<file path="config.mk">
export PLATFORM = sky130hd
export DESIGN_NAME = ysyx_23060025_ifu_prefetch
export DESIGN_NICKNAME = d
export VERILOG_FILES = /design/src/rtl/ysyx_23060025_ifu_prefetch_pkg.sv /design/src/rtl/ysyx_23060025_fetch_fifo.sv /design/src/rtl/ysyx_23060025_ifu_prefetch.sv
export SDC_FILE = /design/constraint.sdc
export NUM_CORES = 1
export LEC_CHECK = 0
export ABC_AREA = 1
export CAP_MARGIN = 20
export CORE_AREA = 2 2 182 184
export CTS_CLUSTER_SIZE = 30
export DETAILED_ROUTE_END_ITERATION = 10
export DIE_AREA = 0 0 184 186
export PLACE_DENSITY = 0.7
export SYNTH_ARGS = -nofsm -noshare
export SYNTH_HDL_FRONTEND = slang
export SYNTH_SLANG_ARGS = --single-unit
</file>
<file path="constraint.sdc">
create_clock -name clock -period 6.37 [get_ports clock]
set_input_delay 1.274 -clock clock [delete_from_list [all_inputs] [get_ports clock]]
set_output_delay 1.274 -clock clock [all_outputs]
set_load 0.05 [all_outputs]
</file>
<file path="src/rtl/ysyx_23060025_ifu_prefetch_pkg.sv">
// Shared types and constants for the prefetching instruction fetch unit.
// Holds the fetch FSM state encoding and the default reset PC.
package ysyx_23060025_ifu_prefetch_pkg;

    typedef enum logic [1:0] {
        IFU_ST_FETCH     = 2'b00,
        IFU_ST_DRAIN     = 2'b01,
        IFU_ST_HALT_PEND = 2'b11,
        IFU_ST_HALT      = 2'b10
    } ifu_state_e;

    localparam logic [31:0] PC_RESET_VAL = 32'h8000_0000;

endpackage

</file>
<file path="src/rtl/ysyx_23060025_fetch_fifo.sv">
// Circular prefetch buffer with registered head and occupancy count.
// Ports: push/data_i in, pop in, flush in, head_o/count_o out; sync active-low reset.
module ysyx_23060025_fetch_fifo #(
    parameter int unsigned WIDTH = 64,
    parameter int unsigned DEPTH = 4
) (
    input  logic                     clk_i,
    input  logic                     rstn_i,
    input  logic                     flush_i,
    input  logic                     push_i,
    input  logic [WIDTH-1:0]         data_i,
    input  logic                     pop_i,
    output logic [WIDTH-1:0]         head_o,
    output logic [$clog2(DEPTH):0]   count_o
);

    localparam int unsigned AW = $clog2(DEPTH);
    localparam int unsigned CW = AW + 1;

    logic [WIDTH-1:0] mem_q [DEPTH];
    logic [AW-1:0]    wptr_q;
    logic [AW-1:0]    rptr_q;
    logic [CW-1:0]    count_q;

    always_ff @(posedge clk_i) begin
        if (!rstn_i || flush_i) begin
            wptr_q  <= '0;
            rptr_q  <= '0;
            count_q <= '0;
        end else begin
            if (push_i) wptr_q <= wptr_q + AW'(1);
            if (pop_i)  rptr_q <= rptr_q + AW'(1);
            count_q <= count_q + CW'(push_i) - CW'(pop_i);
        end
    end

    always_ff @(posedge clk_i) begin
        if (rstn_i && !flush_i && push_i) begin
            mem_q[wptr_q] <= data_i;
        end
    end

    // Empty buffer presents zeros so the IDU never sees stale entries.
    assign head_o  = (count_q != '0) ? mem_q[rptr_q] : '0;
    assign count_o = count_q;

endmodule

</file>
<file path="src/rtl/ysyx_23060025_ifu_prefetch.sv">
// Instruction fetch unit with prefetch buffer between PC redirect logic and IDU.
// Ports: IDU head (if_*), redirect inputs, icache psel/pready port, fifo_count_o.
module ysyx_23060025_ifu_prefetch
    import ysyx_23060025_ifu_prefetch_pkg::*;
#(
    parameter int unsigned           ADDR_WIDTH = 32,
    parameter int unsigned           DATA_WIDTH = 32,
    parameter int unsigned           FIFO_DEPTH = 4,
    parameter logic [ADDR_WIDTH-1:0] RESET_PC   = ADDR_WIDTH'(PC_RESET_VAL)
) (
    input  logic                          clock,
    input  logic                          rstn,
    input  logic                          idu_ready_i,
    output logic                          if_valid_o,
    output logic [DATA_WIDTH-1:0]         if_inst_o,
    output logic [ADDR_WIDTH-1:0]         if_pc_o,
    input  logic                          branch_flag_i,
    input  logic                          branch_request_i,
    input  logic [ADDR_WIDTH-1:0]         branch_target_i,
    input  logic                          jmp_flag_i,
    input  logic [ADDR_WIDTH-1:0]         jmp_target_i,
    input  logic                          csr_jmp_i,
    input  logic [ADDR_WIDTH-1:0]         csr_pc_i,
    input  logic                          ebreak_flag_i,
    output logic                          out_psel,
    output logic [ADDR_WIDTH-1:0]         out_paddr,
    input  logic                          out_pready,
    input  logic [DATA_WIDTH-1:0]         out_prdata,
    output logic [$clog2(FIFO_DEPTH):0]   fifo_count_o
);

    localparam int unsigned CW = $clog2(FIFO_DEPTH) + 1;
    localparam logic [ADDR_WIDTH-1:0] PC_INC = ADDR_WIDTH'(DATA_WIDTH / 8);
    localparam logic [CW-1:0] DEPTH_C = CW'(FIFO_DEPTH);

    ifu_state_e            state_q, state_d;
    logic [ADDR_WIDTH-1:0] fetch_pc_q, fetch_pc_d;
    logic [ADDR_WIDTH-1:0] paddr_q, paddr_d;
    logic                  psel_q, psel_d;

    logic                  redirect;
    logic [ADDR_WIDTH-1:0] redirect_pc;
    logic                  redir_en;
    logic                  take_redir;
    logic                  accept;
    logic                  hold;
    logic                  stale;
    logic                  push;
    logic                  pop;
    logic [CW-1:0]         count_d;

    always_comb begin
        redirect    = (branch_flag_i & branch_request_i) | jmp_flag_i | csr_jmp_i;
        redirect_pc = csr_pc_i;
        if (branch_flag_i & branch_request_i) redirect_pc = branch_target_i;
        else if (jmp_flag_i)                  redirect_pc = jmp_target_i;

        accept = psel_q & out_pready;
        hold   = psel_q & ~out_pready;
        pop    = if_valid_o & idu_ready_i;

        // An ebreak seen in FETCH wins over a same-cycle redirect.
        redir_en = 1'b0;
        state_d  = state_q;
        unique case (state_q)
            IFU_ST_FETCH: begin
                redir_en = ~ebreak_flag_i;
                if (ebreak_flag_i)
                    state_d = hold ? IFU_ST_HALT_PEND : IFU_ST_HALT;
                else if (redirect && hold)
                    state_d = IFU_ST_DRAIN;
            end
            IFU_ST_DRAIN: begin
                redir_en = 1'b1;
                if (out_pready) state_d = IFU_ST_FETCH;
            end
            IFU_ST_HALT_PEND: begin
                redir_en = 1'b1;
                if (out_pready) state_d = IFU_ST_HALT;
            end
            IFU_ST_HALT: begin
                redir_en = 1'b0;
            end
        endcase

        take_redir = redirect & redir_en;
        stale      = (state_q == IFU_ST_DRAIN) | take_redir;
        push       = accept & ~stale;
        count_d    = take_redir ? '0
                   : fifo_count_o + CW'(push) - CW'(pop);

        fetch_pc_d = fetch_pc_q;
        if (push)       fetch_pc_d = fetch_pc_q + PC_INC;
        if (take_redir) fetch_pc_d = redirect_pc;

        // In-flight requests are held stable; otherwise issue when room remains.
        if (hold) begin
            psel_d  = 1'b1;
            paddr_d = paddr_q;
        end else begin
            psel_d  = (state_d == IFU_ST_FETCH) && (count_d < DEPTH_C);
            paddr_d = fetch_pc_d;
        end
    end

    always_ff @(posedge clock) begin
        if (!rstn) begin
            state_q    <= IFU_ST_FETCH;
            fetch_pc_q <= RESET_PC;
            paddr_q    <= RESET_PC;
            psel_q     <= 1'b0;
        end else begin
            state_q    <= state_d;
            fetch_pc_q <= fetch_pc_d;
            paddr_q    <= paddr_d;
            psel_q     <= psel_d;
        end
    end

    ysyx_23060025_fetch_fifo #(
        .WIDTH (ADDR_WIDTH + DATA_WIDTH),
        .DEPTH (FIFO_DEPTH)
    ) u_fifo (
        .clk_i   (clock),
        .rstn_i  (rstn),
        .flush_i (take_redir),
        .push_i  (push),
        .data_i  ({paddr_q, out_prdata}),
        .pop_i   (pop),
        .head_o  ({if_pc_o, if_inst_o}),
        .count_o (fifo_count_o)
    );

    assign if_valid_o = (fifo_count_o != '0);
    assign out_psel   = psel_q;
    assign out_paddr  = paddr_q;

`ifdef YSYX_IFU_PERF
    logic [63:0] perf_fetch_q;
    always_ff @(posedge clock) begin
        if (!rstn)    perf_fetch_q <= '0;
        else if (pop) perf_fetch_q <= perf_fetch_q + 64'd1;
    end
`endif

endmodule

</file>
**Word level (Yosys, flattened, before mapping)**

Memory sizes are Yosys's and may differ from the RTL's. A register that Yosys moved wholly into a read port is not among the register bits.
Index checks and enable logic that the tools add are counted.

- Flip-flop bits (word level): 74
- Bits in writable memories: 256
- Input port bits: 137
- Output and inout port bits: 101
- Word-level logic and storage cells: 58
- Memories kept: 1

Memory list:

| memory | words | bits a word | read ports | clocked after memory_dff | wr ports | RTL line | RTL |
|---|---|---|---|---|---|---|---|
| u_fifo.mem_q | 4 | 64 | 1 | 1 | 1 | ysyx_23060025_fetch_fifo.sv:20 | `logic [WIDTH-1:0] mem_q [DEPTH];` |

- Add/sub/neg operators: 5
- Magnitude comparators: 1
- Eq/ne operators: 3
- Muxes and demuxes: 18
- Bitwise gates (word level): 12
- Reduce and logical (&&, ||, !) cells: 11

Operators by type and width:

| kind | number |
|---|---|
| 32-bit two-way mux | 4 |
| 64-bit two-way mux | 1 |
| 32-bit by 3-bit adder with 32-bit output (second input constant) | 1 |
| 2-bit two-way mux | 6 |
| 1-bit AND | 6 |
| 2-bit one-hot mux with 3 select lines | 1 |
| 2-bit by 1-bit adder with 2-bit output (second input constant) | 2 |
| 2-bit equality test (second input constant) | 2 |
| 1-bit logical AND | 4 |
| 2-bit logical NOT | 2 |
| 1-bit two-way mux | 4 |
| 3-bit by 1-bit adder with 3-bit output | 1 |
| 3-bit < comparator (second input constant) | 1 |
| 3-bit two-way mux | 1 |
| 1-bit inverter | 3 |
| 1-bit OR | 3 |
| 1-bit one-hot mux with 3 select lines | 1 |
| 3-bit nonzero test | 1 |
| 3-bit by 1-bit subtractor with 3-bit output | 1 |
| 2-bit by 1-bit equality test with 1-bit output (second input constant) | 1 |
| 1-bit logical NOT | 2 |
| 2-bit OR reduction | 1 |
| 1-bit logical OR | 1 |

**Longest topological paths before layout**

Gate-level depths: netlist of run 1.

- Depth in word-level cells: 13
- Mapped depth: 14
- Gate-level depth less buffers: 13

**By module**

From an unflattened synthesis of run 1, not the netlist that was laid out.

- Cells, all modules: 1749
- Area total of the unflattened synthesis: 15648.8 µm²

By module, submodules not included:

| module | times used | cells each | area an instance (µm²) | sequential area each (µm²) |
|---|---|---|---|---|
| ysyx_23060025_fetch_fifo | 1 | 1067 | 11327.1 | 7867.5 |
| ysyx_23060025_ifu_prefetch | 1 | 682 | 4321.6 | 1341.3 |

**Worst setup path after synthesis of run 1**

Ideal clock, no wire load.

- Path kind: input to register
- Start: input port jmp_flag_i
- End: memory u_fifo.mem_q[0][0], enable pin
- Library setup time: 0.486 ns
- Data arrival time: 4.744 ns
- Data required time: 5.884 ns
- Path slack: 1.140 ns
- Stages: 8
- Path buffers: 1
- Path through: buf_2 -> nor2_2 -> nand2_2 -> nand2_4 -> inv_2 -> nor2_1 -> nand2_1 -> nor2_1

- Longest elaborated chain between the ends: 9

Ends and longest elaborated chain:

| item | RTL line | RTL |
|---|---|---|
| from (decl) | ysyx_23060025_ifu_prefetch.sv:20 | `input logic jmp_flag_i,` |
| 1-bit OR (*) (2 in a row) | ysyx_23060025_ifu_prefetch.sv:53 | `redirect = (branch_flag_i & branch_request_i) \| jmp_flag_i \| csr_jmp_i;` |
| 1-bit AND (*) | ysyx_23060025_ifu_prefetch.sv:86 | `take_redir = redirect & redir_en;` |
| 1-bit OR | ysyx_23060025_ifu_prefetch.sv:87 | `stale = (state_q == IFU_ST_DRAIN) \| take_redir;` |
| 1-bit inverter | ysyx_23060025_ifu_prefetch.sv:88 | `push = accept & ~stale;` |
| 1-bit AND | ysyx_23060025_ifu_prefetch.sv:88 |  |
| 1-bit logical AND (*) | ysyx_23060025_fetch_fifo.sv:38 | `if (rstn_i && !flush_i && push_i) begin` |
| 1-bit two-way mux (*) | ysyx_23060025_fetch_fifo.sv:38 |  |
| 1-bit two-way mux (implied by the code) (*) | ysyx_23060025_fetch_fifo.sv:39 | `mem_q[wptr_q] <= data_i;` |
| to (decl) | ysyx_23060025_fetch_fifo.sv:20 |  |

Every way passes the cells marked *; elsewhere a longest branch is shown, timed or not.

==> results of run 1 <==
## state kept, by name (all words and copies together), names as in the netlist, named ones only
register        cells
u_fifo.count_o      3
out_paddr          32
fetch_pc_q         32
state_q             2
u_fifo.mem_q      256
u_fifo.wptr_q       2
out_psel            1
u_fifo.rptr_q       2
## worst reg2reg max path: stages, from the launching register on
cell and delay (ns):
dfxtp_1 0.33, inv_1 0.13, o21ai_2 0.09, nand2_4 0.43
inv_2 0.31, nor2_1 0.32, nand2_1 0.31, nor2_4 0.71
buf_12 0.29
## layout make-up
class / count / area (um^2)
Timing Repair Buffer: 252 / 2550
Inverter: 96 / 362
Multi-Input combinational cell: 947 / 4430
Fill cell: 2712 / 14000
Sequential cell: 332 / 9210
Tap cell: 408 / 510
Clock inverter: 18 / 215
Clock buffer: 42 / 955
## synth_stat cells, types with 3 or more instances
master / n
a21oi_1: 100
a31oi_1: 15
buf_1: 12
buf_2: 22
clkbuf_1: 46
dfxtp_1: 76
edfxtp_1: 256
ha_1: 7
inv_1: 88
inv_2: 7
nand2_1: 181
nand3_1: 83
nand4_1: 5
nor2_1: 317
nor2_2: 11
nor3_1: 3
o211ai_1: 19
o21ai_0: 168
o21ai_1: 4
o311ai_0: 3
or2_2: 4
xnor2_1: 4
## per-stage QoR
| stage | cells | area, um^2 |
|---|---|---|
| 2_1_floorplan | 1458 | 14300 |
| 3_3_place_gp | 2035 | 17100 |
| 3_5_place_dp | 2035 | 17100 |
| 4_1_cts | 2095 | 18200 |
| 5_1_grt | 2095 | 18200 |
| 6_report | 2095 | 18200 |
## power by group through the flow
stage | Combinational (mW) | Sequential, mW | Clock, mW
finish | 2.38 | 2.55 | 2.06
global placement | 2.38 | 2.60 | 0
global route | 2.53 | 2.57 | 2.18
CTS | 2.40 | 2.55 | 2.09
floorplan | 1.44 | 2.68 | 0
detailed placement | 2.39 | 2.60 | 0
## per-layer routing
| metal | GRT usage [%] | wire length, um |
|---|---|---|
| met5 | 0 | 0 |
| met4 | 5.70 | 693 |
| met3 | 3.60 | 2340 |
| met2 | 35.2 | 16800 |
| met1 | 27.5 | 15900 |
## how the worst min path moves through the flow
stage	startpoint	to	slack, ns	cells past startpoint
after floorplan	u_fifo.rptr_q[1]	register	0.44	2
after global placement	u_fifo.rptr_q[1]	register	0.45	2
after detailed placement	u_fifo.rptr_q[1]	register	0.45	2
after CTS	u_fifo.rptr_q[1]	register	0.46	2
after global routing	u_fifo.rptr_q[1]	register	0.49	2
final	u_fifo.rptr_q[1]	register	0.46	2
## cell families after synthesis
kind of cell	share of synthesized area, %
buffers and inverters	4.99
AO/OA/AOI/OAI	12.0
adder cells (fa/ha/maj)	0.752
XOR/XNOR	0.367
AND/OR/NAND/NOR	17.5
flip-flops	64.3
==> flow_summary.ini, run 1 <==
[drt]
routed_wl_mm = 35.7
ant_nets = 0
routed_via_density = 5.25
dr_total_vias = 10999
avgRoutedWirePerCell_um = 17.1
drtIter0Drc = 869
dr.pass1.iters = 5
drcViolationCount = 0

[flow_run]
maxCapViolCount = 0

[pwr]
combPwrFrac_pct = 34.1
switching_power_mw = 2.57
seqPwrFrac_pct = 36.5
p_leak_nw = 6.63
clkPwrFrac_pct = 29.4
internal_power_mw = 4.41
finalPower_mw = 6.99
p_per_area_nw_per_um2 = 383
peakVddDrop_mv = 0.193
sw_frac_of_total_pct = 36.8

[grt]
grt_first_pass_wirelength_mm = 55.5
grt_usage_pct = 20.7
grt_max_degree = 105
grt_pass1_vias = 10541
globalRouteOverflowTotal = 0
antenna_found_initial = 0

[status]
status = finished, final reports clean

[logic_synthesis]
synth_nets = 1603
synth_edf_count = 256
avgSynthCellArea_um2 = 9.82
yosysWarnings = 0
yosysTopAreaCell = edfxtp_1
synth.yosys.seq_area_share_pct = 64.3
synth.area.top_cells = edfxtp_1 54%, dfxtp_1 11%, nor2_1 8.3%, o21ai_0 5.9%, nand2_1 4.7%
synthDistinctLibCells = 43
synth_top_area_share_pct = 53.7
syn-instance-count = 1458
synthesis.area_um2 = 14300
async_flop_share_pct = 0
synthFlopType = edfxtp_1
synth_seq_cells = 332

[critical_path]
crit_path_end_kind = primary output
critPathKind = register to primary output
endpoint = if_pc_o[1]
r2r_setup_slack_ns = 3.14
max_stage_delay_ns = 0.89
r2r-end = u_fifo.mem_q[3][27]
path_buf_inv = 2
reg2reg_depth = 8
crit_path_cell_trace = buf_4, nor2_1, nor2_1, o21ai_0, a21oi_1, clkdlybuf4s50_1
crit_required_ns = 5.10
critical_path_peak_fanout = 96
critical-path-slowest-cell = buf_4
path_depth = 6
cpLargestDelayFamily = buffers and inverters
reg2reg_from = state_q[0]
crit_arrival_ns = 3.56
start_kind = register
cpMostUsedCell = nor2_1

[final_layout]
final_nets = 1809
mostFrequentLayoutCell = nor2_1
fin_util_pct = 56.6
antenna_cells = 0
final_cell_mix = 313 x nor2_1, 256 x edfxtp_1, 237 x clkdlybuf4s50_1
drive_gt1_share_pct = 6.28
layout-area-overhead-vs-synth_pct = 27.4

[cts]
cts.path.max_buffers = 3
hold_buffers = 0
cts_resized = 0
clock-root-buffer = clkbuf_16
cts_tree = yes
path_clk_slew_ns = 0.06
postCtsSetupRepairBufs = 0
clock_latency_ns = 0.50
clock_sinks = 332
htreeDepth = 2
cts_inserted_buffers = 35

[placement]
hpwl_mm = 22.5
gp_congestion = 0.921
port_buffers = 237
pre_cts_ws_ns = 1.49

[timing]
min_period_over_period_pct = 75.9
slew_headroom_pct = 29.1
slew_viol_final = 0
skew_ns = 0.0114
setup-tns-final_ns = 0
setup_violations = 0
hold_viol = 0
fmax_mhz = 207
setup_ws_ns = 1.54
rsz0062_at_grt = no
worst_pin_slew_ns = 1.06
period_needed_ns = 4.83
worst_hold_slack_ns = 0.462

[floorplanning]
ios = 238
die_w_um = 184
core_um2 = 32200
die_h_um = 186
dieArea_um2 = 34200
floorplan.initialDensity_pct = 44.4
rows = 66

[worst_hold_path]
hold_path.class = register to register
Power figures use the tool's default switching activity.
==> inputs of run 2 (changes only) <==
==> constraint.sdc (replaced) <==
create_clock -name clock -period 4.65 [get_ports clock]
set_input_delay 0.93 -clock clock [delete_from_list [all_inputs] [get_ports clock]]
set_output_delay 0.93 -clock clock [all_outputs]
set_load 0.05 [all_outputs]
==> flow_summary.ini, run 2 (synthesis results as in run 1) <==
[status]
status = finished, final reports clean

[worst_hold_path]
min_from = u_fifo.rptr_q[0]
hold_path.class = register to register

[placement]
gp_congestion = 0.889
hpwl_mm = 23.3
dp_cells = 2040
post_dp_cell_area_um2 = 17100
port_buffers = 237

[final_layout]
drive_gt1_share_pct = 6.54
largest_register_ff_count = 256
nFillCells = 2759
multi_input_area_um2 = 4430
fin_area_um2 = 18200
instances_no_fill = 2106
top_register = u_fifo.mem_q
mostFrequentLayoutCell = nor2_1
final_nets = 1815
layout-area-overhead-vs-synth_pct = 27.5
fin_util_pct = 56.7
final-seq-area_um2 = 9210
final_cell_mix = 313 x nor2_1, 256 x edfxtp_1, 237 x clkdlybuf4s50_1

[critical_path]
crit_path_end_kind = primary output
critical_path_peak_fanout = 41
start_kind = register
reg2reg_from = u_fifo.count_o[1]
crit_arrival_ns = 2.83
crit_required_ns = 3.72
critPathKind = register to primary output

[cts]
clock_sinks = 332
cts_resized = 0
postCtsSetupRepairBufs = 0
clock_latency_ns = 0.51
hold_buffers = 0
cts_tree = yes
htreeDepth = 2
cts.path.max_buffers = 3
path_clk_slew_ns = 0.06
clock-root-buffer = clkbuf_16
cts_inserted_buffers = 36

[drt]
drcViolationCount = 0
routed_via_density = 5.23
ant_nets = 0
routed_wl_mm = 36.1
dr.pass1.iters = 5
drtIter0Drc = 680
dr_total_vias = 11016
avgRoutedWirePerCell_um = 17.1

[floorplanning]
floorplan.initialDensity_pct = 44.4
core_um2 = 32200
rows = 66
die_h_um = 186
dieArea_um2 = 34200
die_w_um = 184
ios = 238

[grt]
grt_usage_pct = 21.0
grt_pass1_vias = 10651
antenna_found_initial = 1
grt_first_pass_wirelength_mm = 56.0
grt_max_degree = 129
globalRouteOverflowTotal = 0

[timing]
skew_ns = 0.0135
fmax_mhz = 266
rsz0062_at_grt = no
worst_pin_slew_ns = 0.886
hold_viol = 0
slew_headroom_pct = 40.9
setup_violations = 0
period_needed_ns = 3.76
min_period_over_period_pct = 80.8
slew_viol_final = 0

[flow_run]
maxCapViolCount = 0

[pwr]
p_leak_nw = 6.63
peakVddDrop_mv = 0.399
p_per_area_nw_per_um2 = 520
[run 2: worst paths after layout]
path / end / cells past startpoint / slack [ns]
worst max-delay path: if_inst_o[31] / 6 / 0.89
worst min-delay path: u_fifo.rptr_q[0] / 1 / 0.48
worst max register to register: out_psel / 14 / 1.75
worst min register to register: u_fifo.rptr_q[0] / 1 / 0.48
[run 2: layout make-up]
type	instances	share of cell area, %
flip-flops and latches	332	50.5
inverters	96	1.98
multi-input cells	947	24.3
well taps	408	2.80
repair buffers	257	14.3
clock inverters	19	0.864
clock buffers	46	5.26
diodes	1	0.0137
[run 2: critical path: stages, from the launching register on]
cell and delay (ns):
dfxtp_2 0.32, inv_2 0.64, buf_4 0.36, nor2_1 0.07, o21ai_0 0.08, a21oi_1 0.09
clkdlybuf4s50_1 0.73
[run 2: metrics by stage]
| stage | setup WS, ns | hold WS, ns | power [mW] | setup TNS [ns] |
|---|---|---|---|---|
| 2_1_floorplan | -0.236 | 0.436 | 5.64 | -60.38 |
| 3_3_place_gp | 0.833 | 0.457 | 6.86 | 0 |
| 3_5_place_dp | 0.799 | 0.469 | 6.88 | 0 |
| 4_1_cts | 0.858 | 0.481 | 9.58 | 0 |
| 5_1_grt | 0.749 | 0.506 | 9.90 | 0 |
| 6_report | 0.891 | 0.478 | 9.49 | 0 |
[run 2: metal layers]
layer  global-route usage, %  up-vias  wire [um]
met2                    36.3      392      17300
met3                    3.54       59       2420
met5                       0        -          0
met1                    27.5     5158      15600
li1                        -     5407          -
met4                    5.73        0        768
[run 2: power by group]
| part | internal, mW | total, mW | switching (mW) |
|---|---|---|---|
| combinational | 1.01 | 3.31 | 2.31 |
| clock | 1.58 | 2.70 | 1.12 |
| sequential | 3.34 | 3.48 | 0.139 |
